File: config.mk
export PLATFORM = sky130hd
export DESIGN_NAME = cc_line_assembler
export DESIGN_NICKNAME = d
export VERILOG_FILES = /design/src/rtl/cc_line_assembler.sv
export SDC_FILE = /design/constraint.sdc
export NUM_CORES = 1
export LEC_CHECK = 0
export ABC_AREA = 1
export ABC_CLOCK_PERIOD_IN_PS = 2800
export CAP_MARGIN = 15
export CELL_PAD_IN_SITES_DETAIL_PLACEMENT = 1
export CELL_PAD_IN_SITES_GLOBAL_PLACEMENT = 1
export CORE_MARGIN = 1
export CORE_UTILIZATION = 34
export CTS_CLUSTER_DIAMETER = 100
export DETAILED_ROUTE_END_ITERATION = 7
export PLACE_DENSITY_LB_ADDON = 0.2
export SLEW_MARGIN = 0
export SYNTH_ARGS = -nofsm -noshare
export SYNTH_HDL_FRONTEND = slang
export SYNTH_SLANG_ARGS = --single-unit
File: constraint.sdc
create_clock -name clk -period 2.8 [get_ports clk]
set_input_delay 0.42 -clock clk [delete_from_list [all_inputs] [get_ports clk]]
set_output_delay 0.42 -clock clk [all_outputs]
set_load 0.01 [all_outputs]
File: src/rtl/cc_line_assembler.sv
// cc_line_assembler
// Collects an eight-beat memory read burst into a single cache line,
// prepends a 6-bit header and writes the result to a downstream line FIFO
// as one 518-bit word.
//
// State table:
//   state      | meaning
//   -----------+--------------------------------------------------------
//   ST_IDLE    | waiting for a line-fill request
//   ST_COLLECT | accepting memory beats into the line buffer
//   ST_PUSH    | presenting the assembled line until the FIFO takes it
//
// Ports:
//   clk, rst          clock, synchronous active-high reset
//   req_valid_i       line-fill request strobe
//   req_hdr_i         header stored with the line
//   req_ready_o       high while idle, request accepted
//   mem_rdata_i       read data beat
//   mem_rvalid_i      read beat valid
//   mem_rlast_i       final beat of the burst
//   mem_rready_o      high while collecting, beat accepted
//   fifo_full_i       downstream FIFO full
//   fifo_wren_o       FIFO write strobe
//   fifo_wdata_o      {hdr, beat0 .. beat7}
//   err_o             one-cycle pulse on a burst-length mismatch
module cc_line_assembler (
   input  logic         clk,
   input  logic         rst,
   input  logic         req_valid_i,
   input  logic [5:0]   req_hdr_i,
   output logic         req_ready_o,
   input  logic [63:0]  mem_rdata_i,
   input  logic         mem_rvalid_i,
   input  logic         mem_rlast_i,
   output logic         mem_rready_o,
   input  logic         fifo_full_i,
   output logic         fifo_wren_o,
   output logic [517:0] fifo_wdata_o,
   output logic         err_o
);

   typedef enum logic [1:0] {
      ST_IDLE    = 2'd0,
      ST_COLLECT = 2'd1,
      ST_PUSH    = 2'd2
   } state_t;

   state_t         state_q, state_d;
   logic [5:0]     hdr_q, hdr_d;
   logic [511:0]   line_q, line_d;
   logic [2:0]     cnt_q, cnt_d;
   logic           err_q, err_d;
   logic           last_slot;

   assign last_slot = (cnt_q == 3'd7);

   always_comb begin
      state_d = state_q;
      hdr_d   = hdr_q;
      line_d  = line_q;
      cnt_d   = cnt_q;
      err_d   = 1'b0;

      case (state_q)
         ST_IDLE: begin
            if (req_valid_i) begin
               hdr_d   = req_hdr_i;
               cnt_d   = 3'd0;
               line_d  = '0;
               state_d = ST_COLLECT;
            end
         end

         ST_COLLECT: begin
            if (mem_rvalid_i) begin
               // Beat k lands at [511-64k -: 64]; 511-64k == {~k, 6'h3f}.
               line_d[{~cnt_q, 6'h3f} -: 64] = mem_rdata_i;
               if (mem_rlast_i || last_slot) begin
                  state_d = ST_PUSH;
                  // Only rlast exactly on the eighth beat is a clean burst.
                  err_d   = ~(mem_rlast_i & last_slot);
               end else begin
                  cnt_d = cnt_q + 3'd1;
               end
            end
         end

         ST_PUSH: begin
            if (!fifo_full_i) begin
               state_d = ST_IDLE;
            end
         end

         default: begin
            state_d = ST_IDLE;
         end
      endcase
   end

   always_ff @(posedge clk) begin
      if (rst) begin
         state_q <= ST_IDLE;
         hdr_q   <= '0;
         line_q  <= '0;
         cnt_q   <= '0;
         err_q   <= 1'b0;
      end else begin
         state_q <= state_d;
         hdr_q   <= hdr_d;
         line_q  <= line_d;
         cnt_q   <= cnt_d;
         err_q   <= err_d;
      end
   end

   assign req_ready_o  = (state_q == ST_IDLE);
   assign mem_rready_o = (state_q == ST_COLLECT);
   assign fifo_wren_o  = (state_q == ST_PUSH) & ~fifo_full_i;
   assign fifo_wdata_o = {hdr_q, line_q};
   assign err_o        = err_q;

endmodule

* Word-level counts from Yosys, hierarchy flattened
Index checks and enable logic that the tools add are counted.
Operators by class: reduce and logical (&&, ||, !) cells 8, add/sub/neg operators 2, bitwise operators 8, mux-type cells 13, equal/unequal tests 8, shifts and indexed selects 2
Operators by type and width (count):
- $mux 512 | 2
- $pmux 512 s2 | 1
- $shift 64x11->575 const A | 1
- $shiftx 64x11->575 | 1
- $bwmux 512 | 1
- $neg 9->11 | 1
- $mux 3 | 3
- $mux 2 | 4
- $ne 2x2->1 const B | 4
- $reduce_and 4->1 | 2
- $pmux 2 s3 | 1
- $pmux 3 s2 | 1
- $not 1->1 | 5
- $reduce_or 4->1 | 1
- $add 3x1->3 const B | 1
- $eq 3x3->1 const B | 1
- $not 3->3 | 1
- $reduce_and 3->1 | 1
- $and 1x1->1 | 2
- $eq 2x1->1 const B | 1
- $eq 2x2->1 const B | 1
- $logic_not 2->1 | 1
- $ne 2x1->1 const B | 1
- $reduce_and 2->1 | 1
- 2 further kinds | 2
Word-level totals: flip-flop bits (word level) 524, output and inout bits 522, word-level logic and storage cells 46

* Longest topological paths before layout
Gate-level depths: netlist of the first run.
depth in word-level cells 6, gate-level depth with buffers 12, gate-level depth less buffers 9

* Worst setup path after synthesis of the first run
No wires, ideal clock.
path type register to register, start reg cnt_q[1], end reg line_q[409], data arrival time 1.903 ns, cell stages (with the launch flop) 12, library setup time 0.114 ns, required time 2.686 ns, slack 0.783 ns, period minus slack after synthesis 2.017 ns, cell sequence dfxtp_1 clkinv_1 clkbuf_1 clkbuf_1 ha_1 nand2_1 nand2_1 nand3_1 buf_2 buf_1 a21oi_1 nor2_1
Between the ends: cells in the longest elaborated chain, start to end 6
Ends and longest elaborated chain:
- from (decl) | RTL line 51 | logic [2:0] cnt_q, cnt_d;
- from (signal assigned) | RTL line 111 | cnt_q <= cnt_d;
- $not 3->3 (*) | RTL line 77 | line_d[{~cnt_q, 6'h3f} -: 64] = mem_rdata_i;
- $neg 9->11 (*) | RTL line 77
- $shiftx 64x11->575 / $shift 64x11->575 (equally long branches) | RTL line 77
- $bwmux 512 (*) | RTL line 77
- $mux 512 (*) | RTL line 75 | if (mem_rvalid_i) begin
- $pmux 512 s2 (*) | RTL line 64 | case (state_q)
- to (signal assigned) | RTL line 110 | line_q <= line_d;
- to (decl) | RTL line 50 | logic [511:0] line_q, line_d;
Every way passes the cells marked *; elsewhere a longest branch is shown, timed or not. The select of a mux whose other input is x is not followed. A chain may end at the register's enable or synchronous reset.

* Worst setup path after layout of the first run
start reg state_q[0], end out mem_rready_o
Between the ends: cells in the longest elaborated chain, start to end 1
Ends and longest elaborated chain:
- from (decl) | RTL line 48 | state_t state_q, state_d;
- from (signal assigned) | RTL line 108 | state_q <= state_d;
- $eq 2x1->1 | RTL line 117 | assign mem_rready_o = (state_q == ST_COLLECT);
- to (decl) | RTL line 35 | output logic mem_rready_o,
Every way passes these cells.

==> impl_results.md, run 1 <==
- Outcome: finished clean
- Syn avg cell area: between 5 and 6 um^2
- PortBufs: ~600
- Worst-Margin Slew: around 1.2 ns
- Area Growth Syn to Fin: 35.7%
- Seq/Total Area, Yosys: 0.420
- CTS tree: done
- Hold Buf Count CTS: 0
- Total power: around 0.027 W
- Nets: around 4.7k
- Final Non-Filler Cells: 5647
- Maxcap violations: 0
- WP data arrival: 2.18 ns
- Worst hold path cell count: 3
- Clk_skew: between 0.009 and 0.01 ns
- Gr usage total: 0.280
- Setup TNS: 0 ns
- Global route overflow: 0
- Combinational Power Share: 0.351
- Clock share of power: 0.296
- First DRT Iteration DRCs: 1513
- Final Max Tran Viols: 0
- TritonRoute pass-1 iters: 4
- Post-Syn Area: between 20000 and 25000 um^2
- Syn_nets: between 4k and 5k
- Core area: just over 70000 um^2
- Power per Cell Area: just over 800 nW/um^2
- Crit-path leading delay family: buffers and inverters
- Setup-failing EPs final: 0
- Share of cells above drive strength 1: 0.0394
- Clock buffer depth: 3
- Root buf cell: clkbuf_16
- CTS sink count: 524
- Seq cells post-synth: approximately 520
- Dpl hpwl: between 70000 and 80000 um
- Die area: approximately 74000 um^2
- Number of cells on the critical path: 3
- Clock Latency Late Sink: ~0.62 ns
- Largest net degree at the start of global routing: 86
- RSZ-0062 raised after global routing: no
- Starting Density: 0.346
- Util after Layout: 0.470
- Vias post-DR: between 20k and 30k
- Seq pwr share: 0.353
- Min cycle time layout: around 2.6 ns
- Critical Path, Cell by Cell: inv_1 -> nor2_4 -> clkdlybuf4s50_1
- DIE WIDTH: between 200 and 300 um
- DRC Markers: 0
- Wire length per cell: roughly 19 um
- Ys Warns: 0
- Slowest-stage cell, CP: clkdlybuf4s50_1
- Pre-CTS setup slack: 0.307 ns
- Crit-path max FO: 14
- Boundary Pins: 598
- Max H-tree Level: 2
- Drt total wl: 107000 um
- Leak Pwr: around 15 nW
- Final ANT Viol Nets: 0
- Worst Path Buf+Inv: 2
- R2R depth: 9
- Synth unique cells: 21
- Switching Fraction: 0.356
- Crit start category: register
- Critical Path Max Stage Delay: 0.63 ns
- Setup WS post-layout: 0.200 ns
- Filler cell count: 9533
- Switching power of the nets: around 0.0098 W
- Final RePlAce weighted congestion: 0.825
- Reg clk slew, reported paths: about 0.06 ns
- Vias per cell: between 4 and 5
- Storage cell area: 10500 um^2
- Setup Crit Path Kind: register to output pin
- Slew HR: 0.206
- Post-route clock period utilization: 0.929
- Vias in the first global route: about 26k
- Worst EP required: about 2.4 ns
- CP Capture Type: output pin
- Die height: 273 um
- Synthesized instance count: roughly 4.2k
- Min-Delay Path Class: input pin to register
- First-pass GRT wire length: roughly 160000 um
- Placed Cells: ~5.5k
- Fmax: ~0.38 GHz
- Cts bufs inserted: just over 60
- Int Power: about 0.018 W
- Area of the multi-input gates: 11400 um^2
- VDD IR max: about 460 uV
- Initial antenna violation count: 2
- Final Hold Vio Count: 0
- # rows: 98
power groups by stage:
stage	clock, W	sequential [W]	combinational (W)
finish	0.00814	0.00970	0.00964
global route	0.00858	0.00983	0.0107
CTS	0.00831	0.00970	0.00975
detailed placement	0	0.00984	0.00966
global placement	0	0.00981	0.00950
floorplan	0	0.0102	0.00445
cell families after synthesis:
group	synth area share
and+or+nand+nor	0.435
buffers and inverters	0.129
DFF	0.420
AOI/OAI and AO/OA	0.0134
adders and majority gates	0.00301
area by class of cell:
class / instances / area share
Inverter: 538 / 0.0602
Antenna cell: 2 / 0.000148
Multi-Input combinational cell: 2866 / 0.336
Clock inverter: 17 / 0.00551
Clock buffer: 94 / 0.0535
Timing Repair Buffer: 656 / 0.199
Sequential cell: 524 / 0.310
Tap cell: 950 / 0.0351
worst reg2reg max path, cell delays in order, from the launching register on:
cell and delay (ns):
dfxtp_4 0.49, inv_6 0.15, ha_1 0.26, nand2_1 0.14, nor2_4 0.10, inv_2 0.53
buf_12 0.28, nor2_1 0.11, nor2_1 0.11, nor2_1 0.06
metrics by stage:
step                hold slack, ns  instance area, um^2
floorplan                    0.489                25000
global placement             0.462                31900
detailed placement           0.476                31900
CTS                          0.390                33900
global route                 0.450                33900
finish                       0.429                33900
registers in the layout (all words and copies together), names as in the netlist:
name	flops
cnt_q	3
err_o	1
hdr_q	6
line_q	512
state_q	2
per-layer routing:
metal	wire length, um	vias up	GRT usage
met1	45500	12700	0.342
met4	3910	0	0.102
met3	6630	180	0.0606
li1	-	13100	-
met2	51000	674	0.482
met5	0	-	0
layout by cell type (no fill, tap or decap):
| cell type | instances |
|---|---|
| buf_12 | 26 |
| nor2_2 | 4 |
| inv_4 | 1 |
| clkinv_2 | 14 |
| o21ai_0 | 6 |
| nor2_4 | 3 |
| a21oi_1 | 56 |
| ha_1 | 6 |
| nor3_1 | 12 |
| nand2_1 | 1067 |
| diode_2 | 2 |
| nand3_1 | 233 |
| clkbuf_8 | 16 |
| nand3_4 | 10 |
| nand2_2 | 2 |
| clkbuf_16 | 61 |
| dfxtp_1 | 521 |
| clkbuf_1 | 17 |
| buf_4 | 33 |
| inv_1 | 529 |
| nand4_1 | 2 |
| a211oi_1 | 2 |
| dfxtp_2 | 1 |
| nor2_1 | 1462 |
| bufinv_16 | 4 |
| dfxtp_4 | 2 |
| a21oi_2 | 1 |
| clkdlybuf4s50_1 | 597 |
| inv_2 | 4 |
| inv_8 | 1 |
| inv_6 | 2 |
final timing paths:
path	from	slack [ns]	end
setup reg to reg	cnt_q[0]	0.48	line_q[87]
setup / recovery	state_q[0]	0.20	mem_rready_o
hold reg to reg	hdr_q[5]	0.48	hdr_q[5]
hold / removal	req_hdr_i[4]	0.43	hdr_q[4]
synth_stat cells:
cell | n | share of area
nand4_1 | 2 | 0.00050
inv_1 | 529 | 0.080
a21oi_1 | 56 | 0.011
nand2_1 | 1067 | 0.16
clkinv_1 | 1 | 0.00015
o21ai_0 | 6 | 0.0012
a21oi_2 | 1 | 0.00035
nor2_4 | 2 | 0.00090
ha_1 | 6 | 0.0030
a211oi_1 | 2 | 0.00060
nor2_2 | 5 | 0.0013
buf_4 | 2 | 0.00060
buf_1 | 1 | 0.00015
buf_2 | 122 | 0.024
nor3_1 | 12 | 0.0024
nand2_2 | 2 | 0.00050
nand3_1 | 243 | 0.049
inv_2 | 8 | 0.0012
dfxtp_1 | 524 | 0.42
clkbuf_1 | 150 | 0.023
nor2_1 | 1462 | 0.22
what timing repair did:
action | in CTS | in global routing
endpoints found under the setup margin | 1 | 1
setup buffers | 0 | 0
gates cloned | 0 | 0
hold endpoints to repair | 0 | 0
resized for setup | 1 | 1
No activity file was read; power rests on OpenSTA's default activity.
==> inputs of run 2 (changes only) <==
--- a/config.mk
+++ b/config.mk
@@ -5,14 +5,15 @@
 export SDC_FILE = /design/constraint.sdc
 export NUM_CORES = 1
 export LEC_CHECK = 0
-export ABC_AREA = 1
+export ABC_AREA = 0
 export ABC_CLOCK_PERIOD_IN_PS = 2800
 export CAP_MARGIN = 15
 export CELL_PAD_IN_SITES_DETAIL_PLACEMENT = 1
 export CELL_PAD_IN_SITES_GLOBAL_PLACEMENT = 1
 export CORE_MARGIN = 1
-export CORE_UTILIZATION = 34
+export CORE_UTILIZATION = 36
 export CTS_CLUSTER_DIAMETER = 100
+export CTS_CLUSTER_SIZE = 8
 export DETAILED_ROUTE_END_ITERATION = 7
 export PLACE_DENSITY_LB_ADDON = 0.2
 export SLEW_MARGIN = 0
==> run 2 against run 1 <==
Effect of this change:
- total power decreased by 39%
- core utilization rose by 5.5 points
- sequential power shrank 22%
- final area is 16% lower
- combinational power down 89%
- highest routed layer unchanged
- critical path type unchanged
- worst hold slack worse by 0.25 ns
- largest power group is now clock
- wire length is 21% lower
- global-route usage up 1.2 points
- clock-buffer cell count fell by 14
- first-iteration DRC count fell by 1.5%
- clock power rose by 0.7%
==> impl_results.md, run 2 <==
- Clock buffer depth: 3 (unchanged)
- Min-Delay Path Class: input pin to register
- Leading area contributor after synthesis: dfxtp_1
- Initial antenna violation count: 1 (-1)
- Root buf cell: clkbuf_16
- Most flops, register: line_q
- Fmax: 0.369 GHz (-4.1%)
- Worst EP required: 2.38 ns (about the same)
- PortBufs: 597 (unchanged)
- Slowest-stage cell, CP: dfxtp_4
- Syn_nets: 1830 (-57%)
- Total power: 0.0168 W (-39%)
- First-pass GRT wire length: 124000 um (-23%)
- Seq cells post-synth: 524 (unchanged)
- Crit-path leading delay family: flip-flops
- Number of setup buffers added after CTS: 0 (unchanged)
- Hold Buf Count CTS: 0 (unchanged)
- Vias per cell: 6.23 (+32%)
- Dpl hpwl: 54700 um (-25%)
- EDFF count, synth: 0 (unchanged)
- Critical path origin: state_q[1]
- WHS: 0.181 ns (-0.248 ns)
- Die height: 237 um (-13%)
- Seq/Total Area, Yosys: 0.530 (+0.109)
- Switching Fraction: 0.236 (-0.119)
- Pre-CTS setup slack: 0.320 ns (+0.0136 ns)
- FFs w/ async S/R, synth: 0 (unchanged)
- Commonest cells after routing, fill and taps aside: clkdlybuf4s50_1, dfxtp_1, a32o_1, a21oi_1, nand3_1
- Share of cells above drive strength 1: 0.0858 (+0.0464)
- Final RePlAce weighted congestion: 0.847 (+2.6%)
- Setup-failing EPs final: 0 (unchanged)
- CTS tree: done
- DRC Markers: 0 (unchanged)
- Syn avg cell area: 11.3 um^2 (+91%)
- Crit start category: register
- Most common cell in the netlist: dfxtp_1
- Slew HR: 0.339 (+0.134)
- Most common cell after layout, fill and taps aside: clkdlybuf4s50_1
- WP data arrival: 2.29 ns (+0.11 ns)
- Max H-tree Level: 3 (+1)
- Wire length per cell: 28.7 um (+51%)
- Combinational Power Share: 0.063 (-0.288)
- DIE WIDTH: 237 um (-13%)
- Largest net degree at the start of global routing: 135 (+57%)
- Setup slack, reg-to-reg: 0.42 ns (-0.06 ns)
- Power per Cell Area: 593 nW/um^2 (-27%)
- Crit-path max FO: 52 (+38)
- Core area: 54100 um^2 (-25%)
- Seq pwr share: 0.449 (+0.096)
- Global route overflow: 0 (unchanged)
- Setup Crit Path Kind: register to output pin
- Reg clk slew, reported paths: 0.06 ns (about the same)
- Critical Path, Cell by Cell: nor3b_1 -> clkdlybuf4s50_1
- Maxcap violations: 0 (unchanged)
- Boundary Pins: 598 (unchanged)
- Critical Path Max Stage Delay: 0.73 ns (+0.10 ns)
- Largest cells by area after synthesis: dfxtp_1, a32o_1, o211ai_1
- Drt total wl: 84800 um (-21%)
- TritonRoute pass-1 iters: 5 (+1)
- Most instantiated cells after synthesis: dfxtp_1, a32o_1, clkbuf_1, a21oi_1, nand3_1
- Cts bufs inserted: 75 (+23%)
- Setup WS post-layout: 0.0885 ns (-0.111 ns)
- Source of the worst hold timing path: rst
- Top_reg_cell synth: dfxtp_1
- Post-Syn Area: 19800 um^2 (-21%)
- First DRT Iteration DRCs: 1491 (-1.5%)
- Top-area cell type share of the netlist area: 0.530 (+0.109)
- Clk_skew: 0.0196 ns (+0.00996 ns)
- Post-CTS sizing: 0 (-1)
- Setup TNS: 0 ns (unchanged)
- RSZ-0062 raised after global routing: no
- Synthesized instance count: 1748 (-58%)
- Critical R2R Launch: cnt_q[0]
- Vias post-DR: 18.4k (-31%)
- Worst Path Buf+Inv: 1 (-1)
- VDD IR max: 405 uV (-13%)
- Nets: 2334 (-51%)
- Synth unique cells: 38 (+81%)
- Switching power of the nets: 0.00398 W (-59%)
- Ys Warns: 0 (unchanged)
- Gr usage total: 0.292 (+0.0119)
- Int Power: 0.0128 W (-27%)
- Min cycle time layout: 2.71 ns (+0.111 ns)
- Worst-Margin Slew: 0.991 ns (-0.200 ns)
- CTS sink count: 524 (unchanged)
- Starting Density: 0.366 (+0.0197)
- # rows: 85 (-13%)
- Leak Pwr: 9.41 nW (-38%)
- Clock Latency Late Sink: 0.61 ns (about the same)
- Outcome: finished clean
- Largest register FFs: 512 (unchanged)
- Area Growth Syn to Fin: 43.3%
- Clock share of power: 0.488 (+0.192)
- Vias in the first global route: 18.5k (-30%)
- Largest regs: line_q x512, hdr_q x6, cnt_q x3
- Die area: 56000 um^2 (-25%)
- Post-route clock period utilization: 0.968 (+0.0398)
- Final ANT Viol Nets: 0 (unchanged)
- Final Max Tran Viols: 0 (unchanged)
- CP Capture Type: output pin
- Final Hold Vio Count: 0 (unchanged)
[run 2: worst register-to-register path: stages, from the launching register on]
cell,delay [ns]
dfxtp_1,0.62
ha_1,0.27
ha_2,0.23
buf_4,0.27
nand4b_1,0.18
buf_4,0.38
nand3_1,0.19
a21oi_1,0.08
[run 2: final timing paths]
kind	endpoint	depth (start not counted)
hold / removal	line_q[259]	2
hold reg to reg	hdr_q[5]	2
setup reg to reg	line_q[277]	7
setup / recovery	fifo_wren_o	2
[run 2: stage by stage]
step           cell area (um^2)  instances  utilization
2_1_floorplan             19800       1748            -
3_3_place_gp              26300       2871        0.487
3_5_place_dp              26300       2871        0.487
4_1_cts                   28400       2956        0.524
5_1_grt                   28400       2957        0.524
6_report                  28400       2957        0.524
[run 2: power groups by stage]
stage	Sequential (W)	Combinational [W]	Clock, W
floorplan	0.00770	0.000509	0
global placement	0.00769	0.00103	0
detailed placement	0.00770	0.00105	0
CTS	0.00755	0.00106	0.00836
global route	0.00755	0.00110	0.00866
finish	0.00755	0.00106	0.00820
[run 2: logic make-up (layout without fill, tap and decap cells)]
group | Yosys count | after routing | share of synthesized area
xor gates and xnor gates | 1 | 1 | 0.000442
buffers and inverters | 260 | 772 | 0.0683
AOI/OAI and AO/OA | 658 | 658 | 0.287
adders and majority gates | 6 | 6 | 0.00379
other | 0 | 1 | 0
and+or+nand+nor | 299 | 299 | 0.111
DFF | 524 | 524 | 0.530
[run 2: area by class of cell]
type | count | area [um^2]
fill | 5544 | 25700
sequential | 524 | 10500
multi-input combinational | 964 | 8020
timing repair buffer | 683 | 6940
clock buffer | 80 | 1960
tap | 696 | 871
clock inverter | 5 | 83.8
inverter | 4 | 15.0
antenna | 1 | 2.50
[run 2: metal layers]
layer	wire (um)	track usage	vias to the layer above	share of wire
li1	-	-	8077	-
met1	33800	0.351	9449	0.40
met2	40900	0.484	727	0.48
met3	6560	0.0817	171	0.077
met4	3560	0.135	0	0.042
met5	0	0	-	0
==> RTL edit 1, RTL diff (settings of run 2) <==
Register the output `err_o` once more, without a reset; this adds one clock of latency there. The other outputs are not delayed to match. Comments in the files are not updated.
--- a/src/rtl/cc_line_assembler.sv
+++ b/src/rtl/cc_line_assembler.sv
@@ -117,7 +117,9 @@
    assign mem_rready_o = (state_q == ST_COLLECT);
    assign fifo_wren_o  = (state_q == ST_PUSH) & ~fifo_full_i;
    assign fifo_wdata_o = {hdr_q, line_q};
-   assign err_o        = err_q;
+   always_ff @(posedge clk) begin
+      err_o <= err_q;
+   end
 
 endmodule
 
Check against the original RTL: not equivalent (a bounded check fails within 4 cycles, from zero or initial values and one cycle with rst high).
==> RTL edit 1 against run 2 <==
- cell area is 0.65% lower
- sequential cell count is 1 higher
- worst setup slack better by 20 ps
- area after synthesis is 0.10% higher
- total power is 0.68% lower
- largest power group unchanged
- via count hardly changed
- wire length is 1.1% lower
- largest cell class unchanged
==> RTL edit 1: results (changes against run 2) <==
First-pass GRT wire length: 123000 microns (-0.50%)
Syn Nets: 1831 (+0.055%)
Root buffer cell: clkbuf_16
Placement Setup Slack: 318 ps (-2.80 ps)
Slew @ Worst Pin: 934 ps (-57.3 ps)
XOR/XNOR share of the synthesized area: 0.0442% (-0.000045 points)
Status: finished clean
Synth Area in Compound Gates: 28.7% (-0.029 points)
VDD IR max: 476 uV (+18%)
Lkg Pwr: 9.30 nW (-1.2%)
CTS Buf Count: 75 (unchanged)
Wirelength per Cell: 28.5 microns (-0.54%)
Sequential area share after synthesis: 53.0% (about the same)
Via density: 6.27 (+0.56%)
Layout cells sized above 1: 7.80% (-0.78 points)
Worst Hold Class: input port to register
Area share of fa/ha/maj cells after synthesis: 0.379% (-0.00038 points)
Highest routing layer actually used: met4
Total clock sinks: 525 (+0.19%)
DR WL met3: 5610 microns (-15%)
Mux cell area share after synthesis: 0% (unchanged)
Initial DRC Count: 1484 (-0.47%)
Final clock skew: 17.7 ps (-1.91 ps)
Netlist cell types: 38 (unchanged)
Share of flip-flops with an asynchronous set or reset: 0% (unchanged)
Largest family of logic cells by synthesized area: compound AO/OA/AOI/OAI gates
Main flop type after synthesis: dfxtp_1
DP HPWL: 53000 microns (-3.1%)
Placer congestion estimate: 0.788 (-7.0%)
Largest net degree at the start of global routing: 112 (-17%)
Nets: 2317 (-0.73%)
Synth cell count leaders: dfxtp_1, a32o_1, clkbuf_1
CP max FO: 65 (+25%)
Total track usage: 28.9% (-0.38 points)
Leading post-synthesis cells by cell area: dfxtp_1, a32o_1, o211ai_1
Reg2Reg Depth: 7 (unchanged)
Clock Latency Late Sink: 600 ps
H-tree depth: 3 (unchanged)
DRT met1 WL: 34400 microns (+1.9%)
Met2 wire len: 40700 microns (-0.29%)
Number of global-route vias before repair: 18293 (-0.99%)
Ant diodes: 0 (-1)
Initial antenna violation count: 0 (-1)
Layout fillers: 5556 (+0.22%)
Arr. time, crit path: 2270 ps (-20 ps)
Placed Instance Area: 0.0262 sq mm (-0.58%)
Clk buf depth: 3 (unchanged)
Postcts setup bufs: 0 (unchanged)
YS warnings: 0 (unchanged)
Hold Path Cell Cnt: 2 (unchanged)
[RTL edit 1: cell count changes after synthesis, sizes merged]
| cell | before | now |
|---|---|---|
| dfxtp | 524 | 525 |
[RTL edit 1: stage by stage]
| stage | power [mW] | cells | hold WS (ps) |
|---|---|---|---|
| 2_1_floorplan | 8.22 | 1749 | 310 |
| 3_3_place_gp | 8.72 | 2854 | 316 |
| 3_5_place_dp | 8.74 | 2854 | 320 |
| 4_1_cts | 16.8 | 2939 | 266 |
| 5_1_grt | 17.2 | 2939 | 300 |
| 6_report | 16.7 | 2939 | 298 |
[RTL edit 1: critical path, cell delays in order, from the launching register on]
cell and delay [ps]:
dfxtp_4 830, nor3b_1 270, clkdlybuf4s50_1 570
[RTL edit 1: path summary, 6_finish.rpt]
check / startpoint / endpoint / slack, ps
min reg2reg: err_q / err_o / 330
max: state_q[1] / fifo_wren_o / 110
min: rst / line_q[16] / 300
max reg2reg: cnt_q[0] / line_q[319] / 300
[RTL edit 1: logic make-up (layout without fill, tap and decap cells)]
logic type,count (synthesis),count (layout)
AO/OA/AOI/OAI,658,658
buffers and inverters,260,754
XOR/XNOR,1,1
adder cells (fa/ha/maj),6,6
AND/OR/NAND/NOR,299,299
flip-flops,525,525
[RTL edit 1: cell type report]
type,count,area (sq um),area share (%)
clock buffers,81,1950,6.92
clock inverters,4,61.3,0.217
inverters,4,15.0,0.0532
multi-input cells,964,8020,28.4
flip-flops and latches,525,10500,37.3
well taps,696,871,3.09
repair buffers,665,6760,24.0
[RTL edit 1: metal layers]
metal  GRT usage (%)  up-vias
li1                -     8040
met1            35.9     9555
met2            47.8      670
met3            7.46      149
met4            10.9        0
met5               0        -
[RTL edit 1: report_power, final]
group	leakage, nW	switching (mW)	total (mW)	internal, mW
combinational	4.08	0.709	1.03	0.320
clock	0.988	3.24	8.11	4.87
sequential	4.23	0.0396	7.57	7.53
==> RTL edit 2, RTL diff (config.mk and constraints of run 2) <==
Made on the original files. The output `err_o` loses its register stage (`err_q` becomes a continuous assignment).
--- a/src/rtl/cc_line_assembler.sv
+++ b/src/rtl/cc_line_assembler.sv
@@ -103,15 +103,15 @@
          hdr_q   <= '0;
          line_q  <= '0;
          cnt_q   <= '0;
-         err_q   <= 1'b0;
       end else begin
          state_q <= state_d;
          hdr_q   <= hdr_d;
          line_q  <= line_d;
          cnt_q   <= cnt_d;
-         err_q   <= err_d;
       end
    end
+
+   assign err_q = err_d;
 
    assign req_ready_o  = (state_q == ST_IDLE);
    assign mem_rready_o = (state_q == ST_COLLECT);
Check against the original RTL: not equivalent (Yosys sat finds a counterexample within 4 cycles, from zero or initial values and one cycle with rst high).
==> RTL edit 2 against run 2 <==
- non-clock buffer count shrank 30
- sequential cell count shrank 1
- area after synthesis decreased by 7.5%
- maximum frequency increased by 2.4%
- critical path type unchanged
- sequential share of layout area grew 2.0 points
- worst setup slack gained 65 ps
- combinational power fell by 7%
- clock power fell by 2%
- cell area decreased by 5.4%
- wire length shrank 5.7%
- total power fell by 1.7%
- die area decreased by 7.4%
- synthesized cell count shrank 11%
==> RTL edit 2: results (changes against run 2) <==
Leading post-synthesis cells by cell area: dfxtp_1, a22o_1, o211ai_1
CP max FO: 21 (-60%)
Status: finished clean
Syn Nets: 1644 (-10%)
Cells after DPL: 2698 (-6.0%)
Initial antenna violation count: 3 (+2)
Lkg Pwr: 9.74 nW (+3.5%)
Main flop type after synthesis: dfxtp_1
VDD IR max: 400 uV (-1.1%)
Via density: 5.75 (-7.7%)
Syn Area/Cell: 11.7 sq um (+3.6%)
Largest regs: line_q x512, hdr_q x6, cnt_q x3
Root buffer cell: clkbuf_16
Total track usage: 30.0% (+0.77 points)
Clk buf depth: 3 (unchanged)
DR pass1 iterations: 5 (unchanged)
Remaining global-route overflow: 0 (unchanged)
Placer congestion estimate: 0.805 (-4.9%)
Netlist cell types: 46 (+21%)
Share of flip-flops with an asynchronous set or reset: 0% (unchanged)
Via Count: 15992 (-13%)
H-tree depth: 3 (unchanged)
Worst Hold Class: input port to register
Layout cells sized above 1: 9.86% (+1.3 points)
YS warnings: 0 (unchanged)
First-pass GRT wire length: 114000 microns (-7.9%)
Placement Setup Slack: 383 ps (+62.6 ps)
Rel. slew slack: 34.6% (+0.70 points)
CTS Buf Count: 75 (unchanged)
DP HPWL: 53700 microns (-1.8%)
Arr. time, crit path: 2230 ps (-60 ps)
IO buf count: 597 (unchanged)
Sequential area share after synthesis: 57.2% (+4.2 points)
Wirelength per Cell: 28.7 microns (+0.19%)
Clock Pin Slew Worst Setup and Hold Paths: 50 ps
Nets: 2186 (-6.3%)
Synth cell count leaders: dfxtp_1, a22o_1, nand2b_1
Hold_buf cts: 0 (unchanged)
Clock Latency Late Sink: 610 ps (about the same)
Largest net degree at the start of global routing: 77 (-43%)
Final clock skew: 19.2 ps (-0.489 ps)
Layout fillers: 5121 (-7.6%)
Initial DRC Count: 1102 (-26%)
[RTL edit 2: path summary, 6_finish.rpt]
kind                   to  cells past startpoint  slack [ps]        start
max          mem_rready_o                      3         150   state_q[0]
min              hdr_q[3]                      2         280          rst
max reg2reg   line_q[179]                      7         340     cnt_q[1]
min reg2reg   line_q[369]                      1         470  line_q[369]
[RTL edit 2: per-stage QoR]
stage	hold slack, ps	instance area, sq um	utilization [%]
6_report	275	26900	53.5
5_1_grt	286	26900	53.5
4_1_cts	253	26800	53.5
3_3_place_gp	455	24900	49.5
2_1_floorplan	486	18300	-
3_5_place_dp	454	24900	49.5
[RTL edit 2: timing repair]
action / CTS / global route
endpoints found under the setup margin: 1 / 0
setup buffers: 0 / 0
gates resized for setup: 2 / 0
[RTL edit 2: critical path, stage by stage (launching register included)]
cell and delay (ps):
dfxtp_2 510, buf_4 290, nor2b_1 210, clkdlybuf4s50_1 620
[RTL edit 2: cell families (layout without fill, tap and decap cells)]
family,count (synthesis),in the layout,synth area share (%)
simple gates,218,218,9.36
flops,523,523,57.2
compound gates,613,613,27.1
mux,6,6,0.328
fa+ha+maj,7,7,0.478
other cells,0,1,0
buf+inv,194,742,5.63
[RTL edit 2: report_power, final]
group          internal [mW]  total (mW)  switching (mW)
Combinational          0.315       0.988           0.673
Clock                   4.83        8.02            3.20
Sequential              7.50        7.53          0.0297
[RTL edit 2: final cells by class]
cell class | instances | area [sq um] | area share [%]
Clock inverter | 6 | 66.3 | 0.247
Multi-Input combinational cell | 844 | 6900 | 25.7
Clock buffer | 77 | 1930 | 7.18
Sequential cell | 523 | 10500 | 39.0
Inverter | 6 | 22.5 | 0.0839
Tap cell | 672 | 841 | 3.13
Antenna cell | 1 | 2.50 | 0.00932
Timing Repair Buffer | 653 | 6620 | 24.6
[RTL edit 2: routing by layer]
layer | part of all wire, % | global-route usage (%) | up-vias
met4 | 4.0 | 12.7 | 0
met1 | 42 | 37.9 | 8237
met2 | 48 | 48.9 | 579
li1 | - | - | 7008
met5 | 0 | 0 | -
met3 | 6.4 | 6.97 | 168
